<file path="src/rtl/fetch_unit.sv">
// Instruction fetch: FSM issues one imem request at a time into a prefetch buffer; redirect flushes.
// Latency: ack to inst_valid_o is one cycle, or zero when FETCH_UNIT_BYPASS_EN bypasses an empty buffer.
// Backpressure: inst_ready_i holds entries in the buffer, and no new request is issued while it is full.

// Generic prefetch FIFO. Latency: one cycle from push to head.
// Backpressure: a push into a full FIFO or a pop from an empty one is ignored. flush empties it.
module fetch_fifo #(
  parameter int WIDTH = 8,
  parameter int DEPTH = 4
) (
  input  logic                   clk,
  input  logic                   rst,
  input  logic                   flush,
  input  logic                   push_vld,
  input  logic [WIDTH-1:0]       push_dat,
  input  logic                   pop_rdy,
  output logic [WIDTH-1:0]       head_dat,
  output logic [$clog2(DEPTH):0] count
);
  localparam int AW = $clog2(DEPTH);
  localparam logic [AW:0] FULL_CNT = (AW+1)'(DEPTH);

  logic [WIDTH-1:0] mem [DEPTH];
  logic [AW-1:0]    rd_ptr, wr_ptr;
  logic             do_push, do_pop;

  assign do_push  = push_vld && !flush && (count != FULL_CNT);
  assign do_pop   = pop_rdy && !flush && (count != '0);
  assign head_dat = mem[rd_ptr];

  always_ff @(posedge clk) begin
    if (rst || flush) begin
      rd_ptr <= '0;
      wr_ptr <= '0;
      count  <= '0;
    end else begin
      if (do_push) wr_ptr <= wr_ptr + AW'(1);
      if (do_pop)  rd_ptr <= rd_ptr + AW'(1);
      count <= count + (AW+1)'(do_push) - (AW+1)'(do_pop);
    end
  end

  always_ff @(posedge clk) begin
    if (do_push) mem[wr_ptr] <= push_dat;
  end
endmodule

module fetch_unit #(
  parameter int              XLEN     = 32,
  parameter int              DEPTH    = 4,
  parameter logic [XLEN-1:0] RESET_PC = '0
) (
  input  logic                   clk_i,
  input  logic                   rst_i,
  input  logic                   start_i,
  output logic                   imem_req_o,
  output logic [XLEN-1:0]        imem_addr_o,
  input  logic                   imem_ack_i,
  input  logic [31:0]            imem_data_i,
  output logic                   inst_valid_o,
  output logic [31:0]            inst_o,
  output logic [XLEN-1:0]        inst_pc_o,
  input  logic                   inst_ready_i,
  input  logic                   redirect_i,
  input  logic [XLEN-1:0]        redirect_pc_i,
  output logic [$clog2(DEPTH):0] count_o
);
  localparam int CW = $clog2(DEPTH) + 1;
  localparam logic [CW-1:0] FULL_CNT = CW'(DEPTH);

  typedef enum logic [1:0] {IDLE, REQ, DROP} state_t;

  typedef struct packed {
    logic [XLEN-1:0] pc;
    logic [31:0]     inst;
  } entry_t;

  state_t          state;
  logic [XLEN-1:0] pc, pc_inc, redirect_tgt;
  logic            ack_ok, byp_hit, buf_empty, buf_full, push_vld, pop_rdy;
  logic [CW-1:0]   count_post;
  entry_t          push_dat, head_dat;

  assign redirect_tgt = {redirect_pc_i[XLEN-1:2], 2'b00};
  assign pc_inc       = pc + XLEN'(4);
  assign ack_ok       = (state == REQ) && imem_ack_i && !redirect_i;
  assign buf_empty    = (count_o == '0);
  assign buf_full     = (count_o == FULL_CNT);

`ifdef FETCH_UNIT_BYPASS_EN
  assign byp_hit      = ack_ok && buf_empty;
  assign inst_valid_o = !buf_empty || byp_hit;
  assign inst_o       = buf_empty ? imem_data_i : head_dat.inst;
  assign inst_pc_o    = buf_empty ? pc : head_dat.pc;
`else
  assign byp_hit      = 1'b0;
  assign inst_valid_o = !buf_empty;
  assign inst_o       = head_dat.inst;
  assign inst_pc_o    = head_dat.pc;
`endif

  // A bypassed instruction consumed in its ack cycle never enters the buffer.
  assign push_vld   = ack_ok && !buf_full && !(byp_hit && inst_ready_i);
  assign pop_rdy    = !buf_empty && inst_ready_i && !redirect_i;
  assign push_dat   = '{pc: pc, inst: imem_data_i};
  assign count_post = count_o + CW'(push_vld) - CW'(pop_rdy);

  fetch_fifo #(.WIDTH($bits(entry_t)), .DEPTH(DEPTH)) u_buf (
    .clk      (clk_i),
    .rst      (rst_i),
    .flush    (redirect_i),
    .push_vld (push_vld),
    .push_dat (push_dat),
    .pop_rdy  (pop_rdy),
    .head_dat (head_dat),
    .count    (count_o)
  );

  always_ff @(posedge clk_i) begin
    if (rst_i) begin
      state       <= IDLE;
      pc          <= RESET_PC;
      imem_req_o  <= 1'b0;
      imem_addr_o <= RESET_PC;
    end else begin
      case (state)
        IDLE: begin
          if (redirect_i) pc <= redirect_tgt;
          imem_addr_o <= redirect_i ? redirect_tgt : pc;
          if (start_i && !buf_full) begin
            state      <= REQ;
            imem_req_o <= 1'b1;
          end
        end
        REQ: begin
          if (redirect_i) begin
            pc <= redirect_tgt;
            if (imem_ack_i) begin
              state       <= IDLE;
              imem_req_o  <= 1'b0;
              imem_addr_o <= redirect_tgt;
            end else begin
              state <= DROP;
            end
          end else if (imem_ack_i) begin
            pc          <= pc_inc;
            imem_addr_o <= pc_inc;
            if (!(start_i && count_post < FULL_CNT)) begin
              state      <= IDLE;
              imem_req_o <= 1'b0;
            end
          end
        end
        DROP: begin
          // Address stays on the abandoned request until imem completes it.
          if (redirect_i) pc <= redirect_tgt;
          if (imem_ack_i) begin
            state       <= IDLE;
            imem_req_o  <= 1'b0;
            imem_addr_o <= redirect_i ? redirect_tgt : pc;
          end
        end
        default: begin
          state      <= IDLE;
          imem_req_o <= 1'b0;
        end
      endcase
    end
  end
endmodule

</file>
<file path="config.mk">
export PLATFORM = sky130hd
export DESIGN_NAME = fetch_unit
export DESIGN_NICKNAME = d
export VERILOG_FILES = /design/src/rtl/fetch_unit.sv
export SDC_FILE = /design/constraint.sdc
export NUM_CORES = 1
export LEC_CHECK = 0
export CORE_UTILIZATION = 33
export DETAILED_ROUTE_END_ITERATION = 10
export PLACE_DENSITY = 0.52
export SYNTH_ARGS = -nofsm -noshare
export SYNTH_HDL_FRONTEND = slang
export SYNTH_SLANG_ARGS = --single-unit
export TNS_END_PERCENT = 5
</file>
<file path="constraint.sdc">
create_clock -name clk_i -period 9.69 [get_ports clk_i]
set_input_delay 0.969 -clock clk_i [delete_from_list [all_inputs] [get_ports clk_i]]
set_output_delay 0.969 -clock clk_i [all_outputs]
set_load 0.02 [all_outputs]
</file>
==> flow_summary_export.csv, run 1 <==
group,metric,value,unit
outcome,status,"completed",
sta,fin_ws,5410,ps
floorplanning,start_util,0.3362,
detailed_routing,antenna_left,0,
floorplanning,io_pins,171,
critical_path,cp-start-kind,"flip-flop",
critical_path,criticalPathCategory,"flip-flop to primary output",
critical_path,cp_top_family,"buffers and inverters",
power_and_ir_drop,p_int,0.002532,W
clock_network,clk_latency,560,ps
global_routing,gr-total-overflow,0,
placement,gp_congestion,0.8690,
min_path,min_path_cells,2,
critical_path,cpMaxStageDelayCell,"buf_4",
logic_synthesis,syn_area,14160,µm²
sta,min_period_over_period,0.4417,
global_routing,grt_usage,0.1760,
detailed_routing,dr.pass1.iters,5,
power_and_ir_drop,clkPwrFrac,0.432,
power_and_ir_drop,swShare,0.2328,
sta,tightest_slew,1037,ps
critical_path,critPathArrivalTime,3310,ps
sta,max-slew-margin-rel,0.3053,
power_and_ir_drop,power_switching,0.0007681,W
floorplanning,dieArea,43750,µm²
sta,max_freq,233.6,MHz
min_path,hold_path.class,"flip-flop to flip-flop",
clock_network,cts_sinks,332,
sta,timing.hold.ws,454.0,ps
finish,final_cell_mix,"256 x edfxtp_1, 166 x clkdlybuf4s50_1, 74 x dfxtp_1",
sta,finalCriticalPeriod,4280,ps
logic_synthesis,netlist-cell-type-count,69,
placement,place_ws,5506,ps
finish,final_cells,1688,
critical_path,crit_chain,"buf_4, mux4_2, clkdlybuf4s50_1",
logic_synthesis,ys_seq_area_frac,0.6502,
placement,dp_hpwl,24110,µm
placement,place_inst,1621,
clock_network,cts_buffers,38,
detailed_routing,first_iter_violations,643,
clock_network,htreeDepth,2,
sta,hold_violations,0,
global_routing,grt_pass1_wl,57350,µm
clock_network,cts_setup_buffers,0,
power_and_ir_drop,power.density,187.5,nW/µm²
min_path,min_to,"imem_addr_o[0]",
clock_network,cts.repair.resized,0,
global_routing,grt_max_degree,75,
floorplanning,die_x,209.2,µm
sta,rsz0062_at_grt,"no",
floorplanning,die_y,209.2,µm
finish,drive_above_1_share,0.1437,
clock_network,cts_tree,"built",
critical_path,reg2reg_setup_slack,6750,ps
critical_path,end_kind,"primary output",
detailed_routing,drc,0,
detailed_routing,wl_per_cell,22.60,µm
logic_synthesis,synth_enable_flop_cells,256,
critical_path,max_stage_delay,820,ps
clock_network,cts_root_buf,"clkbuf_16",
min_path,hp-start,"imem_addr_o[0]",
finish,fillers,3857,
critical_path,cp.required,8720,ps
clock_network,clock_path_buffers,3,
logic_synthesis,ys_warn_count,0,
detailed_routing,routed_wl,38150,µm
sta,final_max_slew_viol_count,0,
clock_network,hold_buffers,0,
detailed_routing,via_count,8953,
clock_network,clk_transition_reported_paths,60,ps
critical_path,r2r.worst_path.cells,5,
power_and_ir_drop,leakage,5.697,nW
global_routing,antenna_found_initial,1,
job,drv_cap,0,
critical_path,reg2reg_to,"u_buf.mem[3][11]",
power_and_ir_drop,vdd_ir_drop_max,0.0001196,V
power_and_ir_drop,seqPwrFrac,0.490,
sta,finalClockSkew,25.65,ps
sta,finalSetupViolCount,0,
finish,area_growth,24.23,%
logic_synthesis,synth_cells,962,
critical_path,critPathMaxFanout,41,
global_routing,grt_pass1_vias,9215,
floorplanning,fp-row-count,75,
logic_synthesis,synth-main-ff-cell,"edfxtp_1",
logic_synthesis,synthArstFlopShare,0,
floorplanning,core,42130,µm²
critical_path,timing.rr.start,"state[1]",
logic_synthesis,ys_seq_elements,332,
critical_path,crit_buf_inv,2,
finish,nets,1202,
finish,final_common_cell,"edfxtp_1",
logic_synthesis,synth_nets,1042,
detailed_routing,vias_per_cell,5.304,
placement,port_buffers,168,
sta,setup_tns,0,ps
power_and_ir_drop,p_comb_frac,0.078,
logic_synthesis,synth.avg_cell_area,14.72,µm²
[sequential cells by signal, summed over array words and instances, names as in the netlist, named ones only]
signal and cells:
state 2, u_buf.wr_ptr 2, u_buf.mem 256, u_buf.count 3, pc 32, imem_req_o 1
imem_addr_o 32, u_buf.rd_ptr 2
[worst min-delay path, stage by stage (launching register included)]
cell	delay, ps
dfxtp_1	310
nand2_1	50
a21oi_1	50
[cell families after synthesis]
logic type | Yosys count | share of synthesized area
AO/OA/AOI/OAI | 172 | 0.08048
XOR/XNOR | 38 | 0.02350
adder cells (fa/ha/maj) | 10 | 0.009364
buffers and inverters | 81 | 0.02474
flip-flops | 332 | 0.6502
multiplexers | 72 | 0.1083
AND/OR/NAND/NOR | 257 | 0.1034
[metal layers]
| layer | vias to the layer above | track usage | routed length (µm) | part of all wire |
|---|---|---|---|---|
| li1 | 4100 | - | - | - |
| met4 | 0 | 0.06618 | 1163 | 0.030 |
| met5 | - | 0 | 0 | 0 |
| met1 | 4526 | 0.2371 | 17190 | 0.45 |
| met3 | 73 | 0.03877 | 1902 | 0.050 |
| met2 | 254 | 0.2779 | 17890 | 0.47 |
[cells in the mapped netlist, drive strengths merged (4+ instances only)]
| master | instances | area share |
|---|---|---|
| nor3b | 5 | 0.0034 |
| nand2b | 18 | 0.0080 |
| and4 | 6 | 0.0037 |
| and2 | 13 | 0.0057 |
| o21a | 4 | 0.0021 |
| nor3 | 14 | 0.0053 |
| a31oi | 9 | 0.0040 |
| nor2b | 6 | 0.0027 |
| o31ai | 4 | 0.0021 |
| a221oi | 8 | 0.0049 |
| xnor2 | 19 | 0.012 |
| o211ai | 13 | 0.0069 |
| o31a | 4 | 0.0025 |
| ha | 9 | 0.0080 |
| a21oi | 42 | 0.015 |
| nand4 | 15 | 0.0092 |
| o21ai | 27 | 0.0095 |
| a22oi | 17 | 0.0090 |
| inv | 17 | 0.0045 |
| buf | 27 | 0.010 |
| mux4 | 65 | 0.10 |
| dfxtp | 76 | 0.11 |
| a211oi | 4 | 0.0021 |
| xor2 | 19 | 0.012 |
| edfxtp | 256 | 0.54 |
| a21o | 4 | 0.0021 |
| clkbuf | 37 | 0.0098 |
| nand2 | 64 | 0.017 |
| a31o | 4 | 0.0025 |
| mux2i | 7 | 0.0049 |
| and3 | 11 | 0.0049 |
| nand3 | 30 | 0.012 |
| nor4 | 15 | 0.010 |
| o22ai | 12 | 0.0053 |
| nor2 | 43 | 0.011 |
| nand3b | 4 | 0.0021 |
| o221ai | 4 | 0.0025 |
[power by group through the flow]
stage                     clock (W)  sequential (W)  combinational, W
final                       0.00142         0.00162          0.000258
after global routing        0.00151         0.00162          0.000277
after CTS                   0.00146         0.00162          0.000259
after detailed placement          0         0.00165          0.000257
after global placement            0         0.00165          0.000256
after floorplan                   0         0.00164          0.000135
[cell type report]
class	instances	area, µm²	area share
multi-input combinational	549	4621	0.2626
inverter	17	63.81	0.003627
clock inverter	17	171.4	0.009742
tap	539	674.4	0.03833
sequential	332	9216	0.5238
timing repair buffer	184	1792	0.1018
antenna	1	2.502	0.0001422
clock buffer	49	1055	0.05994
[stage by stage]
step                      power, W  cell area (µm²)    util
after floorplan           0.001772            14160       -
after global placement    0.001902            16370  0.3884
after detailed placement  0.001904            16370  0.3884
after CTS                 0.003338            17590  0.4176
after global routing      0.003413            17590  0.4176
final                     0.003300            17600  0.4176
[how the worst max path moves through the flow]
stage / from / slack, ps / to / cells past startpoint
final: flip-flop / 5410 / inst_pc_o[30] / 3
after global routing: flip-flop / 5150 / inst_pc_o[22] / 3
after CTS: flip-flop / 5240 / inst_pc_o[23] / 3
after detailed placement: redirect_i / 5510 / u_buf.mem[2][25] / 7
after global placement: redirect_i / 5480 / u_buf.mem[2][30] / 7
after floorplan: redirect_i / 5900 / u_buf.mem[0][0] / 5
Power figures use the tool's default switching activity.
==> run 2, diff against run 1 <==
==> constraint.sdc (replaced) <==
create_clock -name clk_i -period 4.4 [get_ports clk_i]
set_input_delay 0.44 -clock clk_i [delete_from_list [all_inputs] [get_ports clk_i]]
set_output_delay 0.44 -clock clk_i [all_outputs]
set_load 0.02 [all_outputs]
==> flow_summary_export.csv, run 2 (synthesized netlist as in run 1, its figures left out) <==
group,metric,value,unit
critical_path,cp_top_family,"buffers and inverters",
sta,setup_tns,0,ps
clock_network,cts_setup_buffers,0,
critical_path,path_depth,3,
floorplanning,start_util,0.3362,
clock_network,clk_latency,550,ps
critical_path,cp-endpoint,"inst_pc_o[25]",
finish,n_antenna_cell,0,
finish,finish.utilization,0.4212,
clock_network,cts_tree,"built",
placement,dp_hpwl,24720,µm
critical_path,reg2reg_setup_slack,1790,ps
floorplanning,die_x,209.2,µm
global_routing,grt_usage,0.1750,
sta,tightest_slew,835.5,ps
critical_path,timing.rr.start,"u_buf.count[2]",
detailed_routing,dr.pass1.iters,5,
finish,biggestRegsByFlops,"u_buf.mem x256, imem_addr_o x32, pc x32",
finish,largest_reg_flops,256,
critical_path,cp.required,3960,ps
min_path,min_path_cells,2,
placement,port_buffers,168,
clock_network,hold_buffers,0,
finish,final_cell_mix,"256 x edfxtp_1, 166 x clkdlybuf4s50_1, 74 x dfxtp_1",
global_routing,grt_max_degree,62,
critical_path,crit_chain,"buf_12, mux4_2, clkdlybuf4s50_1",
clock_network,cts_root_buf,"clkbuf_16",
global_routing,gr-total-overflow,0,
global_routing,antenna_found_initial,0,
critical_path,cpMaxStageDelayCell,"dfxtp_4",
placement,gp_congestion,0.8446,
finish,regMostFlops,"u_buf.mem",
sta,max-slew-margin-rel,0.4430,
finish,nets,1219,
global_routing,grt_pass1_wl,57130,µm
clock_network,cts_sinks,332,
power_and_ir_drop,vdd_ir_drop_max,0.0001997,V
power_and_ir_drop,leakage,5.774,nW
detailed_routing,routed_wl,38060,µm
sta,min_period_over_period,0.7411,
clock_network,htreeDepth,2,
detailed_routing,first_iter_violations,681,
critical_path,critPathArrivalTime,2820,ps
clock_network,cts.repair.resized,0,
sta,finalClockSkew,16.30,ps
min_path,hold_path.class,"flip-flop to flip-flop",
detailed_routing,drc,0,
detailed_routing,wl_per_cell,22.35,µm
sta,final_max_slew_viol_count,0,
critical_path,critPathMaxFanout,44,
floorplanning,die_y,209.2,µm
critical_path,reg2reg_to,"state[0]",
job,drv_cap,0,
outcome,status,"completed",
clock_network,cts_buffers,38,
sta,hold_violations,0,
sta,timing.hold.ws,450.2,ps
floorplanning,core,42130,µm²
finish,area_growth,25.29,%
global_routing,grt_pass1_vias,9040,
detailed_routing,antenna_left,0,
floorplanning,io_pins,171,
finish,drive_above_1_share,0.1538,
clock_network,clock_path_buffers,3,
critical_path,crit_buf_inv,2,
critical_path,r2r.worst_path.cells,10,
detailed_routing,vias_per_cell,5.265,
critical_path,end_kind,"primary output",
critical_path,cp-start-kind,"flip-flop",
sta,max_freq,306.7,MHz
floorplanning,dieArea,43750,µm²
sta,finalCriticalPeriod,3261,ps
finish,final_common_cell,"edfxtp_1",
sta,rsz0062_at_grt,"no",
detailed_routing,via_count,8966,
critical_path,criticalPathCategory,"flip-flop to primary output",
critical_path,max_stage_delay,650,ps
sta,finalSetupViolCount,0,
power_and_ir_drop,power.density,403.9,nW/µm²
floorplanning,fp-row-count,75,
clock_network,clk_transition_reported_paths,60,ps
==> run 2: layout make-up <==
type / count / area (µm²)
Fill cell: 3803 / 24390
Clock buffer: 45 / 977.2
Inverter: 17 / 63.81
Multi-Input combinational cell: 549 / 4621
Sequential cell: 332 / 9216
Tap cell: 539 / 674.4
Timing Repair Buffer: 201 / 1994
Clock inverter: 20 / 198.9
==> run 2: metrics by stage <==
stage	std cells	total power, W	area (µm²)	setup slack (ps)
after floorplan	962	0.003902	14160	1142
after global placement	1638	0.004195	16570	1229
after detailed placement	1638	0.004200	16570	1217
after CTS	1703	0.007267	17750	1020
after global routing	1703	0.007426	17750	971.8
final	1703	0.007168	17750	1139
==> run 2: metal layers <==
| metal | vias to the layer above | routed length, µm | global-route usage |
|---|---|---|---|
| met1 | 4477 | 17170 | 0.2408 |
| met2 | 302 | 17860 | 0.2766 |
| met3 | 52 | 1902 | 0.02916 |
| li1 | 4133 | - | - |
| met4 | 2 | 1106 | 0.06694 |
| met5 | - | 29 | 0.005562 |
==> run 2: power by group <==
group	internal (W)	switching, W
Sequential	0.00345	0.000110
Clock	0.00177	0.00126
Combinational	0.000259	0.000314
==> run 2: how the worst min path moves through the flow <==
stage | start | endpoint | slack, ps
2_1_floorplan | pc[11] | u_buf.mem[0][43] | 450
3_3_place_gp | imem_addr_o[0] | imem_addr_o[0] | 450
3_5_place_dp | imem_addr_o[0] | imem_addr_o[0] | 450
4_1_cts | imem_addr_o[0] | imem_addr_o[0] | 450
5_1_grt | imem_addr_o[0] | imem_addr_o[0] | 490
6_report | imem_addr_o[0] | imem_addr_o[0] | 450
==> run 2: worst reg2reg max path: stages, from the launching register on <==
cell      delay (ps)
dfxtp_1          390
or3_1            450
nand2_1          160
nor2_1            60
ha_1             210
inv_1             50
ha_1             170
nor2_1            50
mux4_2           460
nand4b_1         200
a221oi_1         300
